--- src/rtl/axi_read_responder.sv ---
// axi_read_responder: pops one AR entry at a time from the 2-deep address
// queue. It walks the burst beat by beat through a synchronous word memory
// and returns every beat on the AXI3 R channel.
module axi_read_responder #(
   parameter int TAGBITS = 2,
   parameter int MEM_AW  = 10
) (
   input  logic                  clk,
   input  logic                  rst,
   input  logic [48+TAGBITS:0]   aq_entry,
   input  logic                  aq_empty,
   output logic                  aq_pop,
   output logic                  mem_en,
   output logic [MEM_AW-1:0]     mem_addr,
   input  logic [31:0]           mem_rdata,
   output logic [TAGBITS-1:0]    rid,
   output logic [31:0]           rdata,
   output logic [1:0]            rresp,
   output logic                  rlast,
   output logic                  rvalid,
   input  logic                  rready,
   output logic                  busy
);
   localparam int EW = 49 + TAGBITS;

   localparam logic [1:0] BURST_FIXED = 2'b00;
   localparam logic [1:0] BURST_INCR  = 2'b01;
   localparam logic [1:0] BURST_WRAP  = 2'b10;
   localparam logic [1:0] RESP_OKAY   = 2'b00;
   localparam logic [1:0] RESP_SLVERR = 2'b10;
   localparam logic [1:0] RESP_DECERR = 2'b11;

   typedef enum logic [1:0] {IDLE = 2'd0, ISSUE = 2'd1, CAPTURE = 2'd2, SEND = 2'd3} state_t;

   // Queue head fields. lock/cache/prot are deliberately ignored, so
   // exclusive accesses simply return OKAY.
   logic [TAGBITS-1:0] e_id;
   logic [31:0]        e_addr;
   logic [3:0]         e_len;
   logic [1:0]         e_size;
   logic [1:0]         e_burst;
   logic               unused_attr;

   assign e_id        = aq_entry[EW-1:49];
   assign e_addr      = aq_entry[48:17];
   assign e_len       = aq_entry[16:13];
   assign e_size      = aq_entry[12:11];
   assign e_burst     = aq_entry[10:9];
   assign unused_attr = ^aq_entry[8:0];

   state_t             state_q, state_d;
   logic [TAGBITS-1:0] id_q, id_d;
   logic [31:0]        addr_q, addr_d;
   logic [3:0]         len_q, len_d;
   logic [1:0]         size_q, size_d;
   logic [1:0]         mode_q, mode_d;
   logic               slverr_q, slverr_d;
   logic [3:0]         beat_q, beat_d;
   logic [TAGBITS-1:0] rid_q, rid_d;
   logic [31:0]        rdata_q, rdata_d;
   logic [1:0]         rresp_q, rresp_d;
   logic               rlast_q, rlast_d;

   logic               decerr;
   logic               beat_ok;

   function automatic logic wrap_len_ok(input logic [3:0] len);
      return (len == 4'd1) || (len == 4'd3) || (len == 4'd7) || (len == 4'd15);
   endfunction

   // A burst is SLVERR as a whole when it is unsupported in shape.
   function automatic logic slverr_class(input logic [3:0] len, input logic [1:0] size,
                                         input logic [1:0] burst);
      return (size == 2'd3) || (burst == 2'b11) ||
             ((burst == BURST_WRAP) && !wrap_len_ok(len));
   endfunction

   // Effective addressing mode. A malformed WRAP or a reserved burst type
   // steps like INCR. Its data never reaches the memory anyway.
   function automatic logic [1:0] addr_mode(input logic [3:0] len, input logic [1:0] burst);
      if (burst == BURST_FIXED) return BURST_FIXED;
      if ((burst == BURST_WRAP) && wrap_len_ok(len)) return BURST_WRAP;
      return BURST_INCR;
   endfunction

   function automatic logic [31:0] next_addr(input logic [31:0] addr, input logic [3:0] len,
                                             input logic [1:0] size, input logic [1:0] mode);
      logic [31:0] inc;
      logic [31:0] mask;
      inc  = 32'd1 << size;
      mask = (({28'd0, len} + 32'd1) << size) - 32'd1;
      case (mode)
         BURST_FIXED: next_addr = addr;
         BURST_WRAP:  next_addr = (addr & ~mask) | ((addr + inc) & mask);
         default:     next_addr = addr + inc;
      endcase
   endfunction

   // Decode is checked per beat, because INCR can walk off the region mid-burst.
   assign decerr  = |addr_q[31:MEM_AW+2];
   assign beat_ok = !slverr_q && !decerr;

   // Next-state, capture and per-state strobes for the beat sequencer.
   always_comb begin
      state_d  = state_q;
      id_d     = id_q;
      addr_d   = addr_q;
      len_d    = len_q;
      size_d   = size_q;
      mode_d   = mode_q;
      slverr_d = slverr_q;
      beat_d   = beat_q;
      rid_d    = rid_q;
      rdata_d  = rdata_q;
      rresp_d  = rresp_q;
      rlast_d  = rlast_q;
      aq_pop   = 1'b0;
      mem_en   = 1'b0;
      case (state_q)
         IDLE: begin
            // The pop is gated by reset so that a non-empty queue is not
            // drained while the block is held in reset.
            if (!aq_empty && rst) begin
               aq_pop   = 1'b1;
               id_d     = e_id;
               addr_d   = e_addr;
               len_d    = e_len;
               size_d   = e_size;
               mode_d   = addr_mode(e_len, e_burst);
               slverr_d = slverr_class(e_len, e_size, e_burst);
               beat_d   = 4'd0;
               state_d  = ISSUE;
            end
         end
         ISSUE: begin
            mem_en  = beat_ok;
            state_d = CAPTURE;
         end
         CAPTURE: begin
            rdata_d = beat_ok ? mem_rdata : 32'd0;
            rresp_d = slverr_q ? RESP_SLVERR : (decerr ? RESP_DECERR : RESP_OKAY);
            rid_d   = id_q;
            rlast_d = (beat_q == len_q);
            state_d = SEND;
         end
         SEND: begin
            if (rready) begin
               if (rlast_q) begin
                  state_d = IDLE;
               end else begin
                  beat_d  = beat_q + 4'd1;
                  addr_d  = next_addr(addr_q, len_q, size_q, mode_q);
                  state_d = ISSUE;
               end
            end
         end
         default: state_d = IDLE;
      endcase
   end

   // State and datapath registers. Reset aborts any burst in flight.
   always_ff @(posedge clk or negedge rst) begin
      if (!rst) begin
         state_q  <= IDLE;
         id_q     <= '0;
         addr_q   <= '0;
         len_q    <= '0;
         size_q   <= '0;
         mode_q   <= BURST_FIXED;
         slverr_q <= 1'b0;
         beat_q   <= '0;
         rid_q    <= '0;
         rdata_q  <= '0;
         rresp_q  <= RESP_OKAY;
         rlast_q  <= 1'b0;
      end else begin
         state_q  <= state_d;
         id_q     <= id_d;
         addr_q   <= addr_d;
         len_q    <= len_d;
         size_q   <= size_d;
         mode_q   <= mode_d;
         slverr_q <= slverr_d;
         beat_q   <= beat_d;
         rid_q    <= rid_d;
         rdata_q  <= rdata_d;
         rresp_q  <= rresp_d;
         rlast_q  <= rlast_d;
      end
   end

   assign mem_addr = addr_q[MEM_AW+1:2];
   assign rid      = rid_q;
   assign rdata    = rdata_q;
   assign rresp    = rresp_q;
   assign rlast    = rlast_q;
   assign rvalid   = (state_q == SEND);
   assign busy     = (state_q != IDLE);

endmodule

--- config.mk ---
export PLATFORM = sky130hd
export DESIGN_NAME = axi_read_responder
export DESIGN_NICKNAME = d
export VERILOG_FILES = /design/src/rtl/axi_read_responder.sv
export SDC_FILE = /design/constraint.sdc
export NUM_CORES = 1
export LEC_CHECK = 0
export BUFFER_PORTS_ARGS = -buffer_cell sky130_fd_sc_hd__buf_2
export CORE_MARGIN = 3
export CORE_UTILIZATION = 54
export CTS_CLUSTER_DIAMETER = 40
export DETAILED_ROUTE_END_ITERATION = 10
export PLACE_DENSITY = 0.81
export SLEW_MARGIN = 20
export SYNTH_ARGS = -nofsm -noshare
export SYNTH_HDL_FRONTEND = slang
export SYNTH_SLANG_ARGS = --single-unit
--- constraint.sdc ---
create_clock -name clk -period 3.12 [get_ports clk]
set_input_delay 0.156 -clock clk [delete_from_list [all_inputs] [get_ports clk]]
set_output_delay 0.156 -clock clk [all_outputs]
set_load 0.01 [all_outputs]
==> results.py <==
metrics = {
    "clock_network": {
        "insertion_delay_ns": 0.37,
        "cts-buffers-inserted": 9,
        "clock-sinks": 86,
        "clk_path_buf_depth": 2,
        "cts_tree": "yes",
        "htree_levels": 3,
        "cts_root_buf": "clkbuf_8",
        "clk_pin_slew_ns": 0.10,
    },
    "routing": {
        "drc": 0,
        "firstDrtPassIters": 5,
        "vias": 5529,
        "drt-wirelength-per-cell_um": 17.49,
        "ant_nets": 0,
        "drt-initial-drc-count": 435,
        "wl_um": 16020,
        "via_per_inst": 6.036,
    },
    "sta": {
        "clock.fmax_mhz": 335.0,
        "drv_slew": 0,
        "rsz0062_at_grt": "true",
        "relSlewSlack_pct": 45.94,
        "tightest_slew_ns": 0.8109,
        "setup_viol": 0,
        "fin_crit_sh_pct": 95.66,
        "fin_ws_ns": 0.1353,
        "fin_skew_ns": 0.009913,
        "fin_crit_ns": 2.985,
        "finalHoldViolations": 0,
    },
    "global_routing": {
        "grt_util_all_layers_pct": 27.73,
        "grt_max_degree": 80,
        "grt-ovfl-total": 0,
        "antenna_found_initial": 0,
        "first_global_vias": 5250,
        "grt_pass1_wl_um": 25600,
    },
    "finish": {
        "diodes": 0,
        "area_growth_pct": 19.43,
        "final_cell_mix": "buf_2, dfrtp_1, nand2_1",
        "final_util_pct": 66.96,
        "multi_input_area_um2": 2990,
        "layout_commonest_cell": "buf_2",
        "nNetsFinal": 879,
        "drive_above_1_share_pct": 25.54,
        "regArea_um2": 2152,
        "fillerInstances": 847,
    },
    "synth": {
        "async_reset_ff_share_pct": 100.0,
        "synth.yosys.seq_area_share_pct": 38.91,
        "yosys_warnings": 0,
        "yosysUniqueCellTypes": 75,
        "synth_edf_count": 0,
        "synth_nets": 757,
        "syn_inst": 656,
        "synth.avg_cell_area_um2": 8.430,
        "netlist_area_um2": 5530,
        "synth_top_area_share_pct": 38.91,
        "yosysTopAreaCell": "dfrtp_1",
        "ys.flop_type": "dfrtp_1",
        "synth_area_leaders": "dfrtp_1, o21ai_0, nand2_1",
        "synth_seq_cells": 86,
    },
    "worst_setup_path": {
        "cp_top_family": "simple AND/OR/NAND/NOR gates",
        "ff2ff_path_depth": 11,
        "worstSetupPathType": "flop to flop",
        "r2r_start": "len_q[0]",
        "slowest_stage": "or4_1",
        "crit_start": "len_q[0]",
        "required_ns": 3.42,
        "cp-start-kind": "flop",
        "rrSetupSlack_ns": 0.14,
        "crit_fanout": 5,
        "cpPeakStageDelay_ns": 0.47,
        "worst_ep_arrival_time_ns": 3.28,
        "worst-path-buf-inv": 0,
        "worstPathCellList": "ha_1, nand2b_4, o21a_1, or2_2, ha_1, nand4_1, and3_1, or3_1, and3_1, or4_1, a21oi_1",
        "cp-end-kind": "flop",
    },
    "power_and_ir_drop": {
        "p_per_area_nw_per_um2": 809.0,
        "leakage_nw": 3.012,
        "ir_drop_mv": 0.6378,
    },
    "floorplan": {
        "die_h_um": 107.2,
        "rows": 36,
        "fp.coreArea_um2": 9864,
        "die-area_um2": 11490,
        "ios": 138,
        "die_w_um": 107.2,
        "initial_core_util_pct": 56.06,
    },
    "placed_design": {
        "gp_congestion": 0.9154,
        "post-dp-hpwl_um": 11380,
        "dp_slack_ns": 0.08686,
        "portBuffers": 128,
    },
    "min_path": {
        "holdCritPathClass": "input port to flop",
        "holdPathStages": 3,
        "hp-start": "aq_entry[30]",
    },
    "run": {
        "cap_viol_max_count": 0,
    },
    "outcome": {
        "status": "finished, final reports clean",
    },
}
## worst max path at each step
stage               cells past startpoint  endpoint
finish                                 11      flop
global route                           10      flop
CTS                                    11      flop
detailed placement                     11      flop
global placement                       11      flop
floorplan                              11      flop
## stage by stage
step | instances | area [µm²] | power, W | TNS, ns | hold slack (ns)
6_report | 916 | 6605 | 0.005343 | 0 | 0.005637
5_1_grt | 916 | 6605 | 0.005749 | -0.003786 | 0.01000
4_1_cts | 915 | 6545 | 0.005271 | 0 | 0.0002574
3_5_place_dp | 889 | 6264 | 0.004491 | 0 | -0.01062
3_3_place_gp | 889 | 6264 | 0.004358 | 0 | -0.01565
2_1_floorplan | 656 | 5530 | 0.003749 | 0 | -0.1396
## Yosys cell counts (5+ instances only)
library cell  instances
a21o_1                5
a21oi_1              28
a22oi_1               9
a31oi_1               9
and2_1                5
and3_1               11
buf_2                10
buf_4                10
clkbuf_1             24
dfrtp_1              86
ha_1                 13
inv_1                54
mux2_2                6
mux2i_1               9
nand2_1              66
nand2b_1              6
nand3_1              45
nand4_1              14
nand4b_1              5
nor2_1               29
nor2b_1               8
nor3_1               17
nor4_1               12
o21a_1                6
o21ai_0              53
o21ai_1               9
o22ai_1               8
or3_1                 5
xor2_1                8
## layout make-up
| cell class | instances | area share, % |
|---|---|---|
| Multi-Input combinational cell | 467 | 45.27 |
| Sequential cell | 86 | 32.58 |
| Timing Repair Buffer | 160 | 13.81 |
| Inverter | 54 | 3.069 |
| Tap cell | 133 | 2.519 |
| Clock buffer | 9 | 1.875 |
| Clock inverter | 7 | 0.8714 |
## power breakdown
part / switching [W] / internal (W)
logic: 0.00165 / 0.00111
clock network: 0.000465 / 0.000301
registers: 0.000407 / 0.00141
## repair_timing
action | in CTS | in global routing
gates resized for setup | 0 | 11
buffers inserted | 0 | 1
hold buffers | 10 | 0
endpoints found under the setup margin | 0 | 12
endpoints found under the hold margin | 16 | 0
## cells by family after synthesis
family / share of synthesized area (%)
compound gates: 21.15
xor+xnor: 2.330
fa+ha+maj: 3.303
buf+inv: 8.032
flops: 38.91
mux: 3.258
simple gates: 23.01
## worst min-delay path, stage by stage
cell      delay, ns
buf_2          0.08
nand2_1        0.04
o211ai_1       0.07
## per-layer routing
layer	up-vias	GRT usage, %	routed length (µm)
met4	0	8.858	320
met5	-	0	0
met2	219	45.76	7959
met3	27	4.636	1063
met1	2679	37.26	6679
li1	2604	-	-
Note: power is estimated with default switching activity, not from simulation.
